**config.mk**
```make
export PLATFORM = sky130hd
export DESIGN_NAME = irq_ctrl
export DESIGN_NICKNAME = d
export VERILOG_FILES = /design/src/rtl/irq_ctrl_pkg.sv /design/src/rtl/irq_ctrl_sync.sv /design/src/rtl/irq_ctrl.sv
export SDC_FILE = /design/constraint.sdc
export NUM_CORES = 1
export LEC_CHECK = 0
export ABC_AREA = 1
export CAP_MARGIN = 20
export CORE_ASPECT_RATIO = 0.6
export CORE_MARGIN = 1
export CORE_UTILIZATION = 46
export CTS_CLUSTER_DIAMETER = 60
export DETAILED_ROUTE_END_ITERATION = 10
export PLACE_DENSITY = 0.8
export SYNTH_ARGS = -nofsm -noshare
export SYNTH_HDL_FRONTEND = slang
export SYNTH_SLANG_ARGS = --single-unit
```
**constraint.sdc**
```tcl
create_clock -name clk -period 1.6 [get_ports clk]
set_input_delay 0.32 -clock clk [delete_from_list [all_inputs] [get_ports clk]]
set_output_delay 0.32 -clock clk [all_outputs]
set_load 0.02 [all_outputs]
```
**src/rtl/irq_ctrl_pkg.sv**
```systemverilog
// Shared definitions for the interrupt source controller: register map,
// mode encodings, bus direction encodings and the ID priority helper.
package irq_ctrl_pkg;

  // Word register index on the slave bus.
  typedef enum logic [1:0] {
    REG_PEND   = 2'h0,
    REG_ENABLE = 2'h1,
    REG_MODE   = 2'h2,
    REG_ID     = 2'h3
  } reg_addr_e;

  localparam int   IRQ_CTRL_ADDR_W   = 2;
  localparam logic IRQ_MODE_EDGE     = 1'b1;
  localparam logic IRQ_MODE_LEVEL    = 1'b0;
  localparam int   IRQ_ID_VALID_LOC  = 31;

  // Bus direction on the rw line.
  localparam logic BUS_READ  = 1'b1;
  localparam logic BUS_WRITE = 1'b0;

  // One decoded bus access for the current cycle.
  typedef struct packed {
    logic      rd;
    logic      wr;
    reg_addr_e addr;
  } bus_req_t;

  // Index of the lowest set bit; 0 when nothing is set.
  function automatic logic [4:0] lowest_set(input logic [31:0] v);
    logic [4:0] idx;
    idx = '0;
    for (int i = 31; i >= 0; i--) begin
      if (v[i]) idx = 5'(i);
    end
    return idx;
  endfunction

endpackage

```
**src/rtl/irq_ctrl_sync.sv**
```systemverilog
// Per-channel input conditioning: a SYNC_STAGES-deep synchroniser for the
// raw asynchronous line, a one-cycle delayed copy, and a rising-edge pulse.
module irq_sync #(
  parameter int SYNC_STAGES = 2
) (
  input  logic clk,
  input  logic reset,
  input  logic src_i,
  output logic s_o,
  output logic edge_o
);

  logic [SYNC_STAGES-1:0] sync_q, sync_d;
  logic                   s_dly_q, s_dly_d;

  // Shift the raw line through the synchroniser and keep one cycle of history.
  always_comb begin
    sync_d  = {sync_q[SYNC_STAGES-2:0], src_i};
    s_dly_d = sync_q[SYNC_STAGES-1];
  end

  // Synchroniser and history flops; reset is sampled on the clock edge.
  always_ff @(posedge clk) begin
    if (!reset) begin
      sync_q  <= '0;
      s_dly_q <= 1'b0;
    end else begin
      sync_q  <= sync_d;
      s_dly_q <= s_dly_d;
    end
  end

  assign s_o    = sync_q[SYNC_STAGES-1];
  assign edge_o = sync_q[SYNC_STAGES-1] & ~s_dly_q;

endmodule

```
**src/rtl/irq_ctrl.sv**
```systemverilog
// Interrupt source controller: synchronises peripheral interrupt lines,
// latches them as edge- or level-sensitive pending bits, and exposes
// PEND / ENABLE / MODE / ID to the CPU over the AZPR slave bus.
// irq is the registered AND of pending and enable bits.
module irq_ctrl
  import irq_ctrl_pkg::*;
#(
  parameter int IRQ_CH      = 8,
  parameter int SYNC_STAGES = 2
) (
  input  logic                       clk,
  input  logic                       reset,
  input  logic                       cs_,
  input  logic                       as_,
  input  logic                       rw,
  input  logic [IRQ_CTRL_ADDR_W-1:0] addr,
  input  logic [31:0]                wr_data,
  output logic [31:0]                rd_data,
  output logic                       rdy_,
  input  logic [IRQ_CH-1:0]          src,
  output logic [IRQ_CH-1:0]          irq
);

  logic [IRQ_CH-1:0] s_vec;
  logic [IRQ_CH-1:0] edge_vec;

  logic [IRQ_CH-1:0] pend_q,   pend_d;
  logic [IRQ_CH-1:0] enable_q, enable_d;
  logic [IRQ_CH-1:0] mode_q,   mode_d;
  logic [IRQ_CH-1:0] irq_q,    irq_d;
  logic [31:0]       rd_data_q, rd_data_d;
  logic              rdy_q,    rdy_d;

  bus_req_t          req;
  logic [IRQ_CH-1:0] wr_bits;
  logic [IRQ_CH-1:0] pend_en;
  logic [31:0]       id_val;
  logic [31:0]       rd_val;
  logic [IRQ_CH-1:0] w1c_mask;
  logic [IRQ_CH-1:0] mode_chg;
  logic [IRQ_CH-1:0] pend_edge;

  // One synchroniser per interrupt source.
  for (genvar i = 0; i < IRQ_CH; i++) begin : g_sync
    irq_sync #(
      .SYNC_STAGES (SYNC_STAGES)
    ) u_sync (
      .clk    (clk),
      .reset  (reset),
      .src_i  (src[i]),
      .s_o    (s_vec[i]),
      .edge_o (edge_vec[i])
    );
  end

  // Register bits above the channel count are never stored.
  if (IRQ_CH < 32) begin : g_unused_wr
    logic unused_wr_hi;
    assign unused_wr_hi = ^wr_data[31:IRQ_CH];
  end

  assign wr_bits = wr_data[IRQ_CH-1:0];

  // Decode the strobes into a read or write of one register this cycle.
  always_comb begin
    // NOTE: every combinational output gets a default first so no path can infer a latch.
    req      = '0;
    req.addr = reg_addr_e'(addr);
    if (!cs_ && !as_) begin
      req.rd = (rw == BUS_READ);
      req.wr = (rw == BUS_WRITE);
    end
  end

  // ID register: valid flag plus the lowest-index enabled pending channel.
  always_comb begin
    pend_en = pend_q & enable_q;
    id_val  = '0;
    if (|pend_en) begin
      id_val[IRQ_ID_VALID_LOC] = 1'b1;
      id_val[4:0]              = lowest_set(32'(pend_en));
    end
  end

  // Read mux on pre-update register values, registered onto the bus.
  always_comb begin
    rd_val = '0;
    unique case (req.addr)
      REG_PEND:   rd_val = 32'(pend_q);
      REG_ENABLE: rd_val = 32'(enable_q);
      REG_MODE:   rd_val = 32'(mode_q);
      REG_ID:     rd_val = id_val;
    endcase
    rd_data_d = req.rd ? rd_val : '0;
    rdy_d     = !(req.rd || req.wr);
  end

  // Pending, enable and mode next-state; a set from an edge beats a W1C clear,
  // and a MODE change clears the affected channels outright.
  always_comb begin
    w1c_mask  = (req.wr && req.addr == REG_PEND) ? wr_bits : '0;
    mode_chg  = (req.wr && req.addr == REG_MODE) ? (wr_bits ^ mode_q) : '0;
    pend_edge = (pend_q & ~w1c_mask) | edge_vec;
    pend_d    = ((pend_edge & mode_q) | (s_vec & ~mode_q)) & ~mode_chg;
    enable_d  = (req.wr && req.addr == REG_ENABLE) ? wr_bits : enable_q;
    mode_d    = (req.wr && req.addr == REG_MODE)   ? wr_bits : mode_q;
    irq_d     = pend_en;
  end

  // Register state; mode resets to all-edge.
  always_ff @(posedge clk) begin
    // NOTE: sequential state uses non-blocking assignments so every flop samples pre-edge values.
    if (!reset) begin
      pend_q    <= '0;
      enable_q  <= '0;
      mode_q    <= {IRQ_CH{IRQ_MODE_EDGE}};
      irq_q     <= '0;
      rd_data_q <= '0;
      rdy_q     <= 1'b1;
    end else begin
      pend_q    <= pend_d;
      enable_q  <= enable_d;
      mode_q    <= mode_d;
      irq_q     <= irq_d;
      rd_data_q <= rd_data_d;
      rdy_q     <= rdy_d;
    end
  end

  assign irq     = irq_q;
  assign rd_data = rd_data_q;
  assign rdy_    = rdy_q;

endmodule

```
## Yosys cells after proc, flatten, opt, wreduce, memory -nomap -nowiden

Cells that the tools add are included.
W data, S select, Z words.

- Flip-flop bits (word level): 89
- Latch bits: 0
- Bits in writable memories: 0
- Memory bits (read-only): 0
- Input bits: 47
- Output and inout bits: 41
- Word-level logic and storage cells: 78
- Memories: 0

- $add $sub $neg: 0
- $mul: 0
- Div/mod/pow operators: 0
- Magnitude comparators: 0
- Eq/ne operators: 3
- Shift-type cells: 0
- Mux-type cells: 14
- Bitwise operators: 28
- Reductions and logical operators: 11

Operator list:

| cell | count |
|---|---|
| $pmux W32 S4 | 1 |
| $and A8 B8 Y8 | 5 |
| $mux W5 | 8 |
| $not A8 Y8 | 3 |
| $mux W8 | 2 |
| $or A8 B8 Y8 | 2 |
| $not A1 Y1 | 9 |
| $and A1 B1 Y1 | 8 |
| $reduce_or A8 Y1 | 1 |
| $xor A8 B8 Y8 | 1 |
| $eq A2 B2 Y1 const B | 2 |
| $logic_and A1 B1 Y1 | 4 |
| $logic_not A1 Y1 | 3 |
| $mux W3 | 1 |
| $eq A2 B1 Y1 const B | 1 |
| $logic_not A2 Y1 | 1 |
| $mux W2 | 1 |
| $reduce_and A2 Y1 | 1 |
| $logic_or A1 B1 Y1 | 1 |
| $mux W1 | 1 |

## Depth between registers and ports, before layout

Gate-level depths: netlist of the first run.

- Depth after elaboration: 11
- Mapped depth: 10
- Depth with buffers taken out: 10

## Hierarchy

From an unflattened synthesis of the first run, not the netlist that was laid out.

- Cells, all modules: 372
- Area, all modules: 2725.1 sq um

Modules (own cells, without submodules):

| module | times used | cells an instance | area an instance (sq um) | seq. area each (sq um) |
|---|---|---|---|---|
| irq_ctrl | 1 | 284 | 1984.4 | 840.8 |
| irq_sync | 8 | 11 | 92.6 | 60.1 |

## Worst setup path before layout of the first run

OpenSTA, ideal clock, no wires.

- Path type: in2reg
- Start: in cs_
- End: reg enable_q[4]
- Arrival time: 1.110 ns
- Required time: 1.484 ns
- Setup slack: 0.374 ns
- Cell stages on the path: 7
- Buffers on the path: 1
- Cell sequence: nor2_2 > nand2_1 > nor2_4 > inv_2 > buf_6 > o21ai_1 > a21oi_1

- Word-level cells in the longest chain between the ends: 4

RTL lines:

| element | line | RTL |
|---|---|---|
| start: declaration | irq_ctrl.sv:13 | `input logic cs_,` |
| $logic_not A1 Y1 | irq_ctrl.sv:69 | `if (!cs_ && !as_) begin` |
| $logic_and A1 B1 Y1 | irq_ctrl.sv:69 |  |
| $mux W2 | irq_ctrl.sv:69 |  |
| $logic_and A1 B1 Y1 | irq_ctrl.sv:105 | `enable_d = (req.wr && req.addr == REG_ENABLE) ? wr_bits : enable_q;` |
| end signal: assignment | irq_ctrl.sv:122 | `enable_q <= enable_d;` |
| end: declaration | irq_ctrl.sv:28 | `logic [IRQ_CH-1:0] enable_q, enable_d;` |

Every way passes these cells.
A chain may end at the register's enable or synchronous reset.

## Final worst setup path of the first run

- Start: reg rd_data_q[4] (netlist: rd_data[4])
- End: out rd_data[4]

RTL lines:

| element | line | RTL |
|---|---|---|
| start: declaration | irq_ctrl.sv:31 | `logic [31:0] rd_data_q, rd_data_d;` |
| start signal: assignment | irq_ctrl.sv:125 | `rd_data_q <= rd_data_d;` |
| end: declaration | irq_ctrl.sv:18 | `output logic [31:0] rd_data,` |

No word-level cell between the ends.

==> results of run 1 <==
## worst register-to-register path, delay by kind of cell, from the launching register on
kind / cells / cell delay, ns
AOI/OAI and AO/OA: 1 / 0.06
and+or+nand+nor: 7 / 0.65
DFF: 1 / 0.33
## power by group
| part | leakage (nW) | internal [mW] | switching (mW) |
|---|---|---|---|
| Combinational | 1.32 | 0.127 | 0.175 |
| Clock | 0.0965 | 0.685 | 0.569 |
| Sequential | 0.538 | 1.69 | 0.0279 |
| Total | 1.96 | 2.50 | 0.771 |
## state kept, by name (all words and copies together), names as in the netlist
| name | flops |
|---|---|
| pend_q | 8 |
| g_sync.u_sync.s_dly_q | 8 |
| irq | 8 |
| rdy_ | 1 |
| rd_data | 9 |
| enable_q | 8 |
| g_sync.u_sync.sync_q | 16 |
| mode_q | 8 |
## synthesized netlist by cell type
master | count | area (sq um)
a21oi_1 | 13 | 65.1
a21oi_2 | 2 | 17.5
a22oi_1 | 8 | 60.1
a31oi_1 | 1 | 6.26
a41oi_1 | 1 | 8.76
buf_12 | 1 | 20.0
buf_4 | 23 | 173
buf_6 | 1 | 11.3
clkbuf_1 | 5 | 18.8
conb_1 | 1 | 3.75
dfxtp_1 | 66 | 1320
inv_1 | 50 | 188
inv_2 | 4 | 15.0
inv_4 | 1 | 6.26
nand2_1 | 85 | 319
nand2_4 | 2 | 22.5
nand3_1 | 4 | 20.0
nand3_4 | 1 | 17.5
nand3b_1 | 3 | 22.5
nor2_1 | 26 | 97.6
nor2_2 | 2 | 12.5
nor2_4 | 3 | 33.8
nor3_1 | 8 | 40.0
o211ai_1 | 5 | 37.5
o21ai_0 | 16 | 80.1
o21ai_1 | 2 | 10.0
o22ai_1 | 3 | 18.8
o2bb2ai_1 | 1 | 8.76
o31ai_1 | 5 | 37.5
## layer usage
metal	up-vias	part of all wire	GRT usage
met2	86	0.44	0.308
met5	-	0	0
met3	12	0.084	0.0942
met1	1006	0.46	0.239
met4	0	0.015	0.0807
li1	1163	-	-
## kinds of logic after synthesis
group	Yosys count
AND/OR/NAND/NOR	134
flip-flops	66
buffers and inverters	85
other	1
AO/OA/AOI/OAI	57
## final cells by class
cell class	instances	area [sq um]
Fill cell	490	2160
Sequential cell	66	1320
Multi-Input combinational cell	214	1020
Timing Repair Buffer	61	598
Inverter	55	209
Clock buffer	14	173
Tap cell	80	100
Clock inverter	2	10.0
## how the worst max path moves through the flow
stage / from / end / slack (ns) / depth (start not counted)
final: rd_data[4]$_SDFF_PN0_ / rd_data[4] / 0.05 / 1
after floorplan: cs_ / enable_q[4]$_SDFFE_PN0P_ / 0.37 / 7
after global routing: addr[1] / pend_q[4]$_SDFF_PN0_ / -0.001 / 8
after detailed placement: addr[0] / pend_q[7]$_SDFF_PN0_ / -0.20 / 7
after global placement: addr[0] / pend_q[5]$_SDFF_PN0_ / -0.16 / 7
after CTS: rd_data[31]$_SDFF_PN0_ / rd_data[31] / 0.008 / 1
==> impl_metrics.ini, run 1 <==
[status]
status = completed

[synthesis]
ys_seq_elements = 66
yosys_warnings = 0
synthXorXnorAreaFrac = 0
ys_types = 29
synth_compound_area_frac = 0.130
yosysSeqAreaShare = 0.491
synth_top_family_by_area = simple AND/OR/NAND/NOR gates
syn-cell-area_sq_mm = 0.00269
synthAdderAreaFrac = 0
synthSimpleGateAreaFrac = 0.217
syn_area_per_cell_sq_um = 7.85
muxShareOfSynthArea = 0
syn_inst = 343

[floorplan]
die_y_microns = 61.3
start_util = 0.481
io_pins = 88
dieArea_sq_mm = 0.00617
row_count = 21
die_x_microns = 101
fp.coreArea_sq_mm = 0.00560

[worst_setup_path]
cp_cell_sequence = clkdlybuf4s50_1
reg2regPathDepth = 8
max_stage_delay_ns = 0.59
critPathRequiredTime_ns = 1.28
cpLargestDelayFamily = buffers and inverters
worst-r2r-setup-slack_ns = 0.44
path_class = register to primary output
path_buf_inv = 1
end_kind = primary output
arrival_ns = 1.23
critPathLaunchType = register
reg2reg_from = pend_q[6]$_SDFF_PN0_
critPathMaxFanout = 1
cpMaxStageDelayCell = clkdlybuf4s50_1
rr_endpoint = rd_data[0]$_SDFF_PN0_

[hold_path]
hold_start = g_sync[2].u_sync.sync_q[0]$_SDFF_PN0_
min_path_type = register to register
hold-path-cell-count = 2
hold_end = g_sync[2].u_sync.sync_q[1]$_SDFF_PN0_

[routing]
drt-wirelength-per-cell_microns = 10.9
via_count = 2267
firstDrtPassIters = 4
avgViaCountPerCell = 4.61
initialDrtViolationCount = 156
ant_nets = 0
drc = 0
routed_wirelength_microns = 5360

[cells_and_area]
design_area_sq_mm = 0.00343
final_cell_count_no_fill = 492
final_layout_size_suffix_gt1_frac = 0.121
final_nets = 454
final_cell_mix = nand2_1 (85), dfxtp_1 (66), inv_1 (50)
post-route-util = 0.613
area_growth_pct = 27.5
antenna_cells = 0
final_common_cell = nand2_1

[pwr]
peakVddDrop_v = 0.000657
powerDensity_mw_per_mm2 = 954
power_mw = 3.28
leakagePower_nw = 1.96

[clocking]
clk_transition_reported_paths_ns = 0.06
htreeDepth = 3
cts_buffer_depth = 2
cts_tree = yes
cts_setup_buffers = 0
cts-resized-gates = 0
cts_root_buf = clkbuf_8
clk_latency_ns = 0.34
hold_buffers = 0
clock_sinks = 66
cts_buffers = 9

[global_routing]
grt_pass1_vias = 2006
grt_usage = 0.197
grt_max_degree = 35
gr-total-overflow = 0
grt_pass1_wl_microns = 8770
antenna_found_initial = 0

[placement]
placed_cell_area_sq_mm = 0.00321
dp_slack_ns = -0.198
place_hpwl_microns = 4050
gp_congestion = 0.892
dp.cells = 476
port_buffers = 40

[timing]
drv_slew = 0
hold_slack_ns = 0.412
fin_ws_ns = 0.0502
hold_viol = 0
setup_viol_count_final = 0
finClkSkew_ns = 0.00552
period_share = 0.969
fmax_ghz = 0.645
min_period_ns = 1.55
final.setup.tns_ns = 0

[run]
drv_cap = 0
No activity file was read; power rests on OpenSTA's default activity.
==> run 2, diff against run 1 <==
==> constraint.sdc (replaced) <==
create_clock -name clk -period 1.6 [get_ports clk]
set_input_delay 0.32 -clock clk [delete_from_list [all_inputs] [get_ports clk]]
set_output_delay 0.32 -clock clk [all_outputs]
set_load 0.05 [all_outputs]
==> impl_metrics.ini, run 2 (synthesized netlist as in run 1, its figures left out) <==
[status]
status = completed

[worst_setup_path]
critPathLaunchType = primary input
critPathRequiredTime_ns = 1.82
cpMaxStageDelayCell = clkdlybuf4s50_1
arrival_ns = 1.69
path_buf_inv = 3
path_class = primary input to register
cp_cell_sequence = clkdlybuf4s50_1 -> inv_2 -> nor2_4 -> nand3_4 -> inv_4 -> nand2_1 -> a21oi_1 -> nor3_1
cpLargestDelayFamily = buffers and inverters
end_kind = register
critPathMaxFanout = 16
max_stage_delay_ns = 0.54

[pwr]
peakVddDrop_v = 0.000481
power_mw = 3.21
leakagePower_nw = 1.70
powerDensity_mw_per_mm2 = 964

[timing]
setup_viol_count_final = 0
finClkSkew_ns = 0.00646
fmax_ghz = 0.682
min_period_ns = 1.47
hold_slack_ns = 0.415
hold_viol = 0
period_share = 0.917
drv_slew = 0
fin_ws_ns = 0.134
rsz0062_at_grt = false

[floorplan]
die_x_microns = 101
die_y_microns = 61.3
fp.coreArea_sq_mm = 0.00560
io_pins = 88
start_util = 0.481
row_count = 21
dieArea_sq_mm = 0.00617

[cells_and_area]
design_area_sq_mm = 0.00332
final_layout_size_suffix_gt1_frac = 0.165
nFillCells = 516
final_cell_mix = nand2_1 (85), dfxtp_1 (66), inv_1 (50)
area.sequential_sq_mm = 0.00132
final_common_cell = nand2_1
largest_reg_flops = 16
post-route-util = 0.594
area_growth_pct = 23.5
multi_input_area_sq_mm = 0.00102
regMostFlops = g_sync.u_sync.sync_q
final_nets = 455
antenna_cells = 0

[clocking]
hold_buffers = 0
clock_sinks = 66
cts_buffers = 9
cts_buffer_depth = 2
cts-resized-gates = 0
clk_transition_reported_paths_ns = 0.07
clk_latency_ns = 0.33
cts_setup_buffers = 0
htreeDepth = 3
cts_root_buf = clkbuf_8
cts_tree = yes

[global_routing]
antenna_found_initial = 0
grt_pass1_vias = 1950
gr-total-overflow = 0
grt_usage = 0.196
grt_pass1_wl_microns = 8860
grt_max_degree = 34

[placement]
placed_cell_area_sq_mm = 0.00317
place_hpwl_microns = 4190
dp_slack_ns = -0.237
port_buffers = 40
gp_congestion = 0.896

[routing]
avgViaCountPerCell = 4.60
ant_nets = 0
via_count = 2262
drt-wirelength-per-cell_microns = 11.2
routed_wirelength_microns = 5510
firstDrtPassIters = 4
initialDrtViolationCount = 98
drc = 0

[hold_path]
min_path_type = register to register

[run]
drv_cap = 0
run 2: cell count changes in the layout (fill, tap and decap cells not counted), sizes merged:
cell / previous run / this run
dlymetal6s2s: 16 / 0
clkinv: 2 / 4
clkdlybuf4s50: 24 / 22
clkbuf: 14 / 11
buf: 21 / 40
run 2: metrics by stage:
step	setup TNS, ns	std cells
after global placement	-2.44	477
after global routing	0	492
final	0	492
after CTS	0	492
after floorplan	0	365
after detailed placement	-2.98	477
run 2: area by class of cell:
| cell class | instances | area share |
|---|---|---|
| inverters | 55 | 0.0629 |
| clock inverters | 4 | 0.00602 |
| repair buffers | 62 | 0.157 |
| well taps | 80 | 0.0301 |
| flip-flops and latches | 66 | 0.397 |
| multi-input cells | 214 | 0.307 |
| clock buffers | 11 | 0.0395 |
run 2: per-layer routing:
metal	GRT usage	up-vias	part of all wire
met5	0	-	0
met2	0.320	64	0.46
li1	-	1164	-
met3	0.0795	4	0.072
met1	0.240	1030	0.46
met4	0.0683	0	0.010
run 2: power by group:
part	total, mW	switching, mW	internal [mW]
sequential	1.72	0.0284	1.69
combinational	0.382	0.254	0.128
clock	1.10	0.562	0.543
total	3.21	0.844	2.36
run 2: path summary, 6_finish.rpt:
path                                                             from                                    end  slack [ns]  depth (start not counted)
worst max register to register                   pend_q[6]$_SDFF_PN0_                  rd_data[0]$_SDFF_PN0_        0.43                          8
worst min-delay path            g_sync[1].u_sync.sync_q[0]$_SDFF_PN0_  g_sync[1].u_sync.sync_q[1]$_SDFF_PN0_        0.41                          2
worst max-delay path                                          addr[1]                   pend_q[7]$_SDFF_PN0_        0.13                          8
worst min register to register  g_sync[1].u_sync.sync_q[0]$_SDFF_PN0_  g_sync[1].u_sync.sync_q[1]$_SDFF_PN0_        0.41                          2
run 2: worst reg2reg max path: stages (launching register included):
cell and delay (ns):
dfxtp_1 0.33, nand2_1 0.17, nand2_1 0.08, nor2_1 0.15, nand2_1 0.07, nand2_1 0.09
nor2_1 0.05, nand2_1 0.07, a21oi_1 0.06
